**src/rtl/mul_div_unit_pkg.sv**
```systemverilog
// Shared op codes, FSM states and op-decoding helpers for the multiply/divide unit.
package mul_div_unit_pkg;

  typedef enum logic [1:0] {
    OP_MULT  = 2'b00,
    OP_MULTU = 2'b01,
    OP_DIV   = 2'b10,
    OP_DIVU  = 2'b11
  } op_e;

  typedef enum logic [1:0] {
    S_IDLE,
    S_CALC,
    S_FIX,
    S_DONE
  } state_e;

  function automatic logic op_is_signed(op_e op);
    return (op == OP_MULT) || (op == OP_DIV);
  endfunction

  function automatic logic op_is_div(op_e op);
    return (op == OP_DIV) || (op == OP_DIVU);
  endfunction

endpackage

```
**src/rtl/mul_div_unit_sign_fix.sv**
```systemverilog
// Combinational sign handling: operand magnitudes at capture, result sign restoration at FIX.
module mul_div_unit_sign_fix #(
  parameter int WIDTH = 32
) (
  input  logic [WIDTH-1:0]   a,
  input  logic [WIDTH-1:0]   b,
  input  logic               is_signed,
  output logic [WIDTH-1:0]   a_mag,
  output logic [WIDTH-1:0]   b_mag,
  input  logic [2*WIDTH-1:0] acc,
  input  logic               neg_res,
  input  logic               neg_rem,
  output logic [2*WIDTH-1:0] prod_fix,
  output logic [WIDTH-1:0]   quot_fix,
  output logic [WIDTH-1:0]   rem_fix
);

  // The most negative value maps onto itself, which reads correctly as an unsigned magnitude.
  assign a_mag = (is_signed && a[WIDTH-1]) ? -a : a;
  assign b_mag = (is_signed && b[WIDTH-1]) ? -b : b;

  assign prod_fix = neg_res ? -acc : acc;
  assign quot_fix = neg_res ? -acc[WIDTH-1:0] : acc[WIDTH-1:0];
  assign rem_fix  = neg_rem ? -acc[2*WIDTH-1:WIDTH] : acc[2*WIDTH-1:WIDTH];

endmodule

```
**src/rtl/mul_div_unit.sv**
```systemverilog
// Iterative MULT/MULTU/DIV/DIVU unit owning the HI/LO registers; one result bit per CALC cycle.
module mul_div_unit
  import mul_div_unit_pkg::*;
#(
  parameter int WIDTH = 32
) (
  input  logic             clk,
  input  logic             rst_n,
  input  logic             start,
  input  logic [1:0]       op,
  input  logic [WIDTH-1:0] in1,
  input  logic [WIDTH-1:0] in2,
  input  logic             wr_hi,
  input  logic             wr_lo,
  output logic             busy,
  output logic             done,
  output logic [WIDTH-1:0] hi,
  output logic [WIDTH-1:0] lo
);

  localparam int CW = $clog2(WIDTH) + 1;
  localparam logic [CW-1:0] LAST = CW'(WIDTH - 1);

  state_e             state;
  op_e                op_r;
  op_e                op_in;
  logic [CW-1:0]      count;
  logic [2*WIDTH-1:0] acc;
  logic [2*WIDTH-1:0] acc_next;
  logic [WIDTH-1:0]   opnd;
  logic [WIDTH-1:0]   raw_a;
  logic               neg_res;
  logic               neg_rem;
  logic               div0;

  logic [WIDTH-1:0]   a_mag;
  logic [WIDTH-1:0]   b_mag;
  logic [2*WIDTH-1:0] prod_fix;
  logic [WIDTH-1:0]   quot_fix;
  logic [WIDTH-1:0]   rem_fix;
  logic [WIDTH-1:0]   addend;
  logic [WIDTH:0]     add_sum;
  logic [WIDTH:0]     trial;
  logic [WIDTH-1:0]   hi_fin;
  logic [WIDTH-1:0]   lo_fin;

  assign op_in = op_e'(op);

  mul_div_unit_sign_fix #(.WIDTH(WIDTH)) u_sign_fix (
    .a         (in1),
    .b         (in2),
    .is_signed (op_is_signed(op_in)),
    .a_mag     (a_mag),
    .b_mag     (b_mag),
    .acc       (acc),
    .neg_res   (neg_res),
    .neg_rem   (neg_rem),
    .prod_fix  (prod_fix),
    .quot_fix  (quot_fix),
    .rem_fix   (rem_fix)
  );

  // acc holds {partial product, multiplier} for multiply and {remainder, dividend/quotient} for divide.
  assign addend  = acc[0] ? opnd : '0;
  assign add_sum = {1'b0, acc[2*WIDTH-1:WIDTH]} + {1'b0, addend};
  assign trial   = {acc[2*WIDTH-1:WIDTH], acc[WIDTH-1]} - {1'b0, opnd};

  always_comb begin
    acc_next = acc;
    if (op_is_div(op_r)) begin
      if (!trial[WIDTH]) acc_next = {trial[WIDTH-1:0], acc[WIDTH-2:0], 1'b1};
      else               acc_next = {acc[2*WIDTH-2:0], 1'b0};
    end else begin
      acc_next = {add_sum, acc[WIDTH-1:1]};
    end
  end

  always_comb begin
    hi_fin = prod_fix[2*WIDTH-1:WIDTH];
    lo_fin = prod_fix[WIDTH-1:0];
    if (op_is_div(op_r)) begin
      hi_fin = div0 ? raw_a : rem_fix;
      lo_fin = div0 ? '1 : quot_fix;
    end
  end

  always_ff @(posedge clk or negedge rst_n) begin
    if (!rst_n) begin
      state   <= S_IDLE;
      op_r    <= OP_MULT;
      count   <= '0;
      acc     <= '0;
      opnd    <= '0;
      raw_a   <= '0;
      neg_res <= 1'b0;
      neg_rem <= 1'b0;
      div0    <= 1'b0;
      busy    <= 1'b0;
      done    <= 1'b0;
      hi      <= '0;
      lo      <= '0;
    end else begin
      case (state)
        S_IDLE: begin
          if (start) begin
            state   <= S_CALC;
            busy    <= 1'b1;
            count   <= '0;
            op_r    <= op_in;
            raw_a   <= in1;
            div0    <= (in2 == '0);
            neg_res <= op_is_signed(op_in) && (in1[WIDTH-1] ^ in2[WIDTH-1]);
            neg_rem <= op_is_signed(op_in) && in1[WIDTH-1];
            if (op_is_div(op_in)) begin
              acc  <= {{WIDTH{1'b0}}, a_mag};
              opnd <= b_mag;
            end else begin
              acc  <= {{WIDTH{1'b0}}, b_mag};
              opnd <= a_mag;
            end
          end else begin
            if (wr_hi) hi <= in1;
            if (wr_lo) lo <= in1;
          end
        end
        S_CALC: begin
          acc   <= acc_next;
          count <= count + CW'(1);
          if (count == LAST) state <= S_FIX;
        end
        S_FIX: begin
          state <= S_DONE;
          done  <= 1'b1;
          hi    <= hi_fin;
          lo    <= lo_fin;
        end
        S_DONE: begin
          state <= S_IDLE;
          done  <= 1'b0;
          busy  <= 1'b0;
        end
        default: state <= S_IDLE;
      endcase
    end
  end

endmodule
```
**config.mk**
```make
export PLATFORM = sky130hd
export DESIGN_NAME = mul_div_unit
export DESIGN_NICKNAME = d
export VERILOG_FILES = /design/src/rtl/mul_div_unit_pkg.sv /design/src/rtl/mul_div_unit_sign_fix.sv /design/src/rtl/mul_div_unit.sv
export SDC_FILE = /design/constraint.sdc
export NUM_CORES = 1
export LEC_CHECK = 0
export CAP_MARGIN = 20
export CORE_MARGIN = 2
export CORE_UTILIZATION = 40
export CTS_BUF_LIST = sky130_fd_sc_hd__clkbuf_8
export DETAILED_ROUTE_END_ITERATION = 16
export GPL_TIMING_DRIVEN = 1
export HOLD_SLACK_MARGIN = 0.15
export PLACE_DENSITY_LB_ADDON = 0.12
export SLEW_MARGIN = 20
export SYNTH_ARGS = -nofsm -noshare
export SYNTH_HDL_FRONTEND = slang
export SYNTH_HIERARCHICAL = 1
export SYNTH_SLANG_ARGS = --single-unit
```
**constraint.sdc**
```tcl
create_clock -name clk -period 4.4 [get_ports clk]
set_clock_uncertainty 0.1 [all_clocks]
set_input_delay 0.66 -clock clk [delete_from_list [all_inputs] [get_ports clk]]
set_output_delay 0.66 -clock clk [all_outputs]
set_load 0.01 [all_outputs]
```
# --- After elaboration in Yosys (flattened, before gate mapping) ---
# Cells that the tools add are included.
totals:
  ff_bits: 207
  in_bits: 71
  out_inout_bits: 66
  word_cells: 84
classes:
  add_sub_neg: 8
  eq_ne: 13
  mux: 30
  bitwise: 1
  n_reduce_logical: 19
ops:
  columns: ["op", "n"]
  rows:
  - ["$mux W32", 15]
  - ["$mux W64", 4]
  - ["$neg A32 Y32", 4]
  - ["$pmux W32 S2", 2]
  - ["$pmux W64 S2", 1]
  - ["$neg A64 Y64", 1]
  - ["$add A32 B32 Y33", 1]
  - ["$sub A33 B32 Y33", 1]
  - ["$logic_not A32 Y1", 1]
  - ["$eq A2 B2 Y1 const B", 6]
  - ["$pmux W6 S2", 1]
  - ["$ne A2 B2 Y1 const B", 5]
  - ["$pmux W2 S4", 1]
  - ["$reduce_and A2 Y1", 4]
  - ["$reduce_bool A2 Y1", 4]
  - ["$add A6 B1 Y6 const B", 1]
  - ["$eq A6 B5 Y1 const B", 1]
  - ["$mux W6", 1]
  - ["$reduce_and A3 Y1", 2]
  - ["$logic_not A2 Y1", 2]
  - ["$mux W2", 2]
  - ["$pmux W1 S2", 2]
  - ["$logic_and A1 B1 Y1", 3]
  - ["$logic_or A1 B1 Y1", 3]
  - ["other kinds (3)", 3]

# --- Depth between registers and ports, before layout ---
depth:
  word_depth: 7
  mapped_depth: 14

# --- Cells and area by module ---
# The synthesis kept the hierarchy.
by_module_without_submodules:
  columns: ["module", "instances", "cells_each", "area_per_inst_um2", "seq_area_each_um2"]
  rows:
  - ["mul_div_unit", 1, 1664, 14634.0, 5154.9]
  - ["mul_div_unit_sign_fix", 1, 536, 3749.8, 0.0]

# --- Least setup slack after synthesis ---
# OpenSTA, ideal clock, no wires.
synth_path:
  path_type: "reg2reg"
  startpoint: "register acc[0]"
  endpoint: "register acc[51]"
  setup_time_ns: 0.131
  arrival_ns: 3.316
  path_slack_ns: 0.853
  stages_incl_launch_ff: 15
  n_path_buf: 1
  path_cell_list: "dfrtp_1 clkbuf_1 and2_1 ha_1 inv_1 fa_1 nand2b_1 a211o_1 a211oi_2 o31ai_2 a2111oi_4 or3_4 a21oi_2 mux2i_1 or3_1"
synth_between:
  elab_chain_cells: 4
synth_rtl:
  columns: ["item", "line", "source"]
  rows:
  - ["from (decl)", "mul_div_unit.sv:28", "logic [2*WIDTH-1:0] acc;"]
  - ["from (signal assigned)", "mul_div_unit.sv:115", "acc <= {{WIDTH{1'b0}}, a_mag};"]
  - ["from (signal assigned)", "mul_div_unit.sv:118", "acc <= {{WIDTH{1'b0}}, b_mag};"]
  - ["from (signal assigned)", "mul_div_unit.sv:127", "acc <= acc_next;"]
  - ["$mux W32", "mul_div_unit.sv:64", "assign addend = acc[0] ? opnd : '0;"]
  - ["$add A32 B32 Y33", "mul_div_unit.sv:65", "assign add_sum = {1'b0, acc[2*WIDTH-1:WIDTH]} + {1'b0, addend};"]
  - ["$mux W64", "mul_div_unit.sv:70", "if (op_is_div(op_r)) begin"]
  - ["$pmux W64 S2", "mul_div_unit.sv:103", "case (state)"]
# No other way between the ends.
# A chain may end at the register's enable or synchronous reset.

# --- Worst setup path after layout ---
layout_path:
  startpoint: "register acc[36]"
  endpoint: "register hi[26]"
layout_between:
  elab_chain_cells: 5
  elab_cells_between_ends: 7
  cone_classes: "add/sub: 2; mux: 5"
layout_rtl:
  columns: ["item", "line", "source"]
  rows:
  - ["$neg A32 Y32", "mul_div_unit_sign_fix.sv:24", "assign rem_fix = neg_rem ? -acc[2*WIDTH-1:WIDTH] : acc[2*WIDTH-1:WIDTH];"]
  - ["$mux W32", "mul_div_unit_sign_fix.sv:24", null]
  - ["net rem_fix[26]", "mul_div_unit.sv:40", "logic [WIDTH-1:0] rem_fix;"]
  - ["$mux W32", "mul_div_unit.sv:82", "hi_fin = div0 ? raw_a : rem_fix;"]
  - ["$mux W32", "mul_div_unit.sv:81", "if (op_is_div(op_r)) begin"]
  - ["$pmux W32 S2", "mul_div_unit.sv:103", null]
  - ["to (signal assigned)", "mul_div_unit.sv:122", "if (wr_hi) hi <= in1;"]
  - ["to (signal assigned)", "mul_div_unit.sv:134", "hi <= hi_fin;"]
  - ["to (decl)", "mul_div_unit.sv:17", "output logic [WIDTH-1:0] hi,"]
# The timed path passes the listed nets, and every way through them passes these cells.

==> flow_results.org <==
** Worst setup path
- The worst setup path is captured at a flop.
- STA puts the critical path data arrival time at 4160 ps.
- STA classifies the critical path startpoint as a flop.
- The critical path is of the flop to flop type.
- In this run the worst path has a maximum fanout of 5.
- Req. time, crit path :: 4840 ps
- For this run, the slowest stage of the critical path takes 640 ps.
- Series of cell instances along the critical path :: buf_4 -> nor4_1 -> nand2_1 -> or3_1 -> o41ai_1 -> xnor2_1 -> mux2i_1 -> a21oi_1 -> a21boi_0 -> o21ai_0
- The largest individual stage delay along the critical path comes from the cell sky130_fd_sc_hd__o41ai_1.

** Timing
- RSZ-0062 raised after global routing :: false
- At the pin with the least slew margin, the transition time is roughly 1100 ps.
- Number of failing setup endpoints in the final timing report :: 0
- Final setup TNS :: 0 ps
- In this run the tightest slew margin relative to its limit is 0.273.
- In the finished design, the share of the clock period the worst path needs comes to 0.847.
- The final-report hold violation count came to 0.
- Time the final worst path needs with I/O delays and setup :: ~3700 ps
- Peak clock frequency supported by timing :: 0.268 GHz
- The number of max-slew violations in the final report came to 0.

** Die
- The floorplan step set the die width to 218 um.
- Die Y :: 218 um
- The core region is 45,400 um2.
- Die area :: 47,700 um2
- The floorplan has 78 rows.
- The initial utilization of the core area, before any placement, comes to 0.405.
- For this design the top-level I/O count stands at approximately 140.

** Layout
- Of the cells placed in the final design, the portion with a size suffix greater than 1 is 0.107.
- Compared with the post-synthesis result, the final layout area differs by 14.0%.
- The filler cells instantiated in the layout total around 4,500.
- Antenna Diode Count :: 0
- Layout Nets :: between 2,000 and 2,500

** Synth
- In the synthesized netlist the dominant register cell turns out to be sky130_fd_sc_hd__dfrtp_1.
- During synthesis, Yosys emitted a total of 6 warnings.
- The synthesized design contains 0 enable-type register cells.
- Syn_area_per_cell :: 8.36 um2
- Number of distinct library cells after synthesis :: 93
- Fraction of registers with async set or reset after synthesis :: 1.00
- Netlist area before placement :: between 15,000 and 20,000 um2
- Seq cells post-synth :: 206
- Counting every net in the synthesized netlist gives approximately 2,300.
- Sequential-to-total area share from yosys stat :: 0.280
- In the synthesized netlist, the number of instances is 2,200.

** Worst hold path
- Hold crit path type :: flop to flop

** Place
- Summed over all nets, the half-perimeter wirelength after detailed placement is 46.4 mm.
- The congestion estimate from routability-driven global placement came to 0.900.
- Count of buffers from port buffering :: 136

** Clocking
- For the worst-skew pair, the clock arrives at the later sink with an insertion delay of between 600 and 700 ps.
- Max H-tree Level :: 2
- TritonCTS built the clock tree.
- TritonCTS created 42 clock buffers.
- The clock net in this run drives a total of 206 sinks.
- Clock tree synthesis selected as its root buffer the cell sky130_fd_sc_hd__clkbuf_8.
- The clock passes through at most 3 buffers.
- Register clock-pin slew on the reported worst setup and hold paths :: around 60 ps

** Power
- In this run the static leakage power is 0.00860 uW.
- Total power consumption of the routed design :: about 16,000 uW
- For this design the ratio of total power to cell area is approximately 750 nW/um2.
- Across the VDD grid, the largest voltage drop is 0.797 mV.

** Detailed routing
- DRC violation total after the first TritonRoute iteration :: 1,293
- Routed wire length :: 61.8 mm
- Antenna-violating nets left :: 0
- The routed layout has 16,800 vias.
- Per-cell routed wire length :: 21.4 um
- Count of unresolved DRC violations after routing :: 0
- The pre-antenna-repair detailed-routing pass consisted of 6 iterations.
- In the routed layout, each cell is associated on average with a via count of 5.79.

** GRT
- Entering global routing, the biggest net connects 95 pins.
- For this run, the total global-route usage over all layers was measured as 0.258.
- Number of antenna violations at the first check in global routing :: 0
- Congestion Overflow GR :: 0
- The number of global-route vias before repair was 16,400.
- The first global-routing pass estimated 95.7 mm of wire.

** Status
- The flow ran to the end, and the final reports show no timing, DRC or antenna violations.

** Flow run
- The tool flagged a number of max-cap violations equal to 0.
-- where the power goes --
| part | internal [uW] | switching [uW] | leakage [uW] |
|---|---|---|---|
| Sequential | 2770 | 1120 | 0.00254 |
| Clock | 1010 | 941 | 0.000462 |
| Combinational | 4190 | 5720 | 0.00559 |
-- worst max-delay path, delay by kind of cell (launching register included) --
kind	cells	cell delay (ps)
buffers and inverters	1	200
DFF	1	470
and+or+nand+nor	3	1290
xor gates and xnor gates	1	190
muxes	1	90
AOI/OAI and AO/OA	4	1350
-- final cells by class --
class / count / area, um2 / area share
Multi-Input combinational cell: 1760 / 12200 / 0.584
Clock buffer: 49 / 674 / 0.0322
Timing Repair Buffer: 187 / 1780 / 0.0851
Tap cell: 600 / 751 / 0.0358
Clock inverter: 24 / 109 / 0.00519
Sequential cell: 206 / 5160 / 0.246
Inverter: 66 / 248 / 0.0118
-- metrics by stage --
step                setup WS [ps]   util  cell area (um2)  hold WS (ps)  instances
CTS                           731  0.462            20900           384       2892
detailed placement            506  0.444            20200           372       2818
global placement              536  0.444            20200           360       2818
global route                  423  0.462            21000           416       2892
floorplan                     853      -            18400           264       2200
finish                        674  0.462            21000           375       2892
-- flip-flops by register name (all words and copies together), names as in the netlist --
name and cells:
acc 64, hi 32, lo 32, opnd 32, raw_a 32, count 6
state 2, busy 1, div0 1, done 1, neg_rem 1, neg_res 1
op_r 1
-- cell usage in the layout, fill, tap and decap left out, types with 18 or more instances in the layout --
cell type	n
sky130_fd_sc_hd__nand2_1	207
sky130_fd_sc_hd__dfrtp_1	203
sky130_fd_sc_hd__nor2_1	173
sky130_fd_sc_hd__o21ai_0	164
sky130_fd_sc_hd__xnor2_1	151
sky130_fd_sc_hd__a21oi_1	139
sky130_fd_sc_hd__clkdlybuf4s50_1	134
sky130_fd_sc_hd__mux2i_1	121
sky130_fd_sc_hd__inv_1	81
sky130_fd_sc_hd__ha_1	72
sky130_fd_sc_hd__mux2_2	65
sky130_fd_sc_hd__xor2_1	50
sky130_fd_sc_hd__clkbuf_8	49
sky130_fd_sc_hd__buf_4	47
sky130_fd_sc_hd__nand2b_1	44
sky130_fd_sc_hd__a31oi_1	38
sky130_fd_sc_hd__and2_1	36
sky130_fd_sc_hd__o221ai_1	36
sky130_fd_sc_hd__a21boi_0	34
sky130_fd_sc_hd__o21ai_1	30
sky130_fd_sc_hd__nand3_1	30
sky130_fd_sc_hd__o31ai_1	30
sky130_fd_sc_hd__a21o_1	29
sky130_fd_sc_hd__nor3_1	26
sky130_fd_sc_hd__or3_1	24
sky130_fd_sc_hd__nor4_1	23
sky130_fd_sc_hd__a22oi_1	18
-- Yosys cell counts, types with 11 or more instances --
library cell / number / area share
sky130_fd_sc_hd__a211oi_1: 13 / 0.0053
sky130_fd_sc_hd__a21boi_0: 34 / 0.014
sky130_fd_sc_hd__a21o_1: 30 / 0.012
sky130_fd_sc_hd__a21oi_1: 140 / 0.038
sky130_fd_sc_hd__a22oi_1: 18 / 0.0074
sky130_fd_sc_hd__a31oi_1: 38 / 0.013
sky130_fd_sc_hd__and2_1: 36 / 0.012
sky130_fd_sc_hd__buf_1: 18 / 0.0037
sky130_fd_sc_hd__buf_4: 37 / 0.015
sky130_fd_sc_hd__clkbuf_1: 107 / 0.022
sky130_fd_sc_hd__dfrtp_1: 206 / 0.28
sky130_fd_sc_hd__ha_1: 73 / 0.050
sky130_fd_sc_hd__inv_1: 65 / 0.013
sky130_fd_sc_hd__mux2_2: 65 / 0.040
sky130_fd_sc_hd__mux2i_1: 121 / 0.066
sky130_fd_sc_hd__nand2_1: 208 / 0.042
sky130_fd_sc_hd__nand2b_1: 44 / 0.015
sky130_fd_sc_hd__nand3_1: 30 / 0.0082
sky130_fd_sc_hd__nand4_1: 15 / 0.0051
sky130_fd_sc_hd__nor2_1: 173 / 0.035
sky130_fd_sc_hd__nor3_1: 26 / 0.0071
sky130_fd_sc_hd__nor4_1: 23 / 0.0078
sky130_fd_sc_hd__o21ai_0: 164 / 0.045
sky130_fd_sc_hd__o21ai_1: 30 / 0.0082
sky130_fd_sc_hd__o21ai_2: 11 / 0.0052
sky130_fd_sc_hd__o21bai_1: 12 / 0.0049
sky130_fd_sc_hd__o221ai_1: 36 / 0.017
sky130_fd_sc_hd__o31ai_1: 30 / 0.012
sky130_fd_sc_hd__or3_1: 24 / 0.0082
sky130_fd_sc_hd__or4_1: 16 / 0.0065
sky130_fd_sc_hd__xnor2_1: 151 / 0.072
sky130_fd_sc_hd__xor2_1: 50 / 0.024
-- path summary, 6_finish.rpt --
path                       cells after the start                start                  end  slack (ps)
min reg2reg                                    2    hi[7]$_DFFE_PN0P_    hi[7]$_DFFE_PN0P_         380
max reg2reg                                   10  acc[36]$_DFFE_PN0P_   hi[26]$_DFFE_PN0P_         670
min                                            2    hi[7]$_DFFE_PN0P_    hi[7]$_DFFE_PN0P_         380
max                                           10  acc[36]$_DFFE_PN0P_   hi[26]$_DFFE_PN0P_         670
max in group asynchronous                      3                rst_n   hi[15]$_DFFE_PN0P_        2670
min in group asynchronous                      2                rst_n  acc[39]$_DFFE_PN0P_         570
-- kinds of logic after synthesis --
family,synth area share
multiplexers,0.106
buffers and inverters,0.0568
AND/OR/NAND/NOR,0.176
XOR/XNOR,0.0966
flip-flops,0.280
adder cells (fa/ha/maj),0.0519
AO/OA/AOI/OAI,0.232
-- layer usage --
metal,share of wire,global-route usage,vias to the layer above
met5,0,0,-
met4,0.038,0.108,0
met2,0.47,0.425,515
li1,-,-,8060
met3,0.050,0.0308,120
met1,0.44,0.342,8059
-- repair_timing --
item | in CTS | in global routing
buffers inserted | 0 | 0
setup endpoints to repair | 0 | 0
hold endpoints to repair | 90 | 0
resized for setup | 0 | 0
hold buffers | 1 | 0
Note: power is estimated with default switching activity, not from simulation.
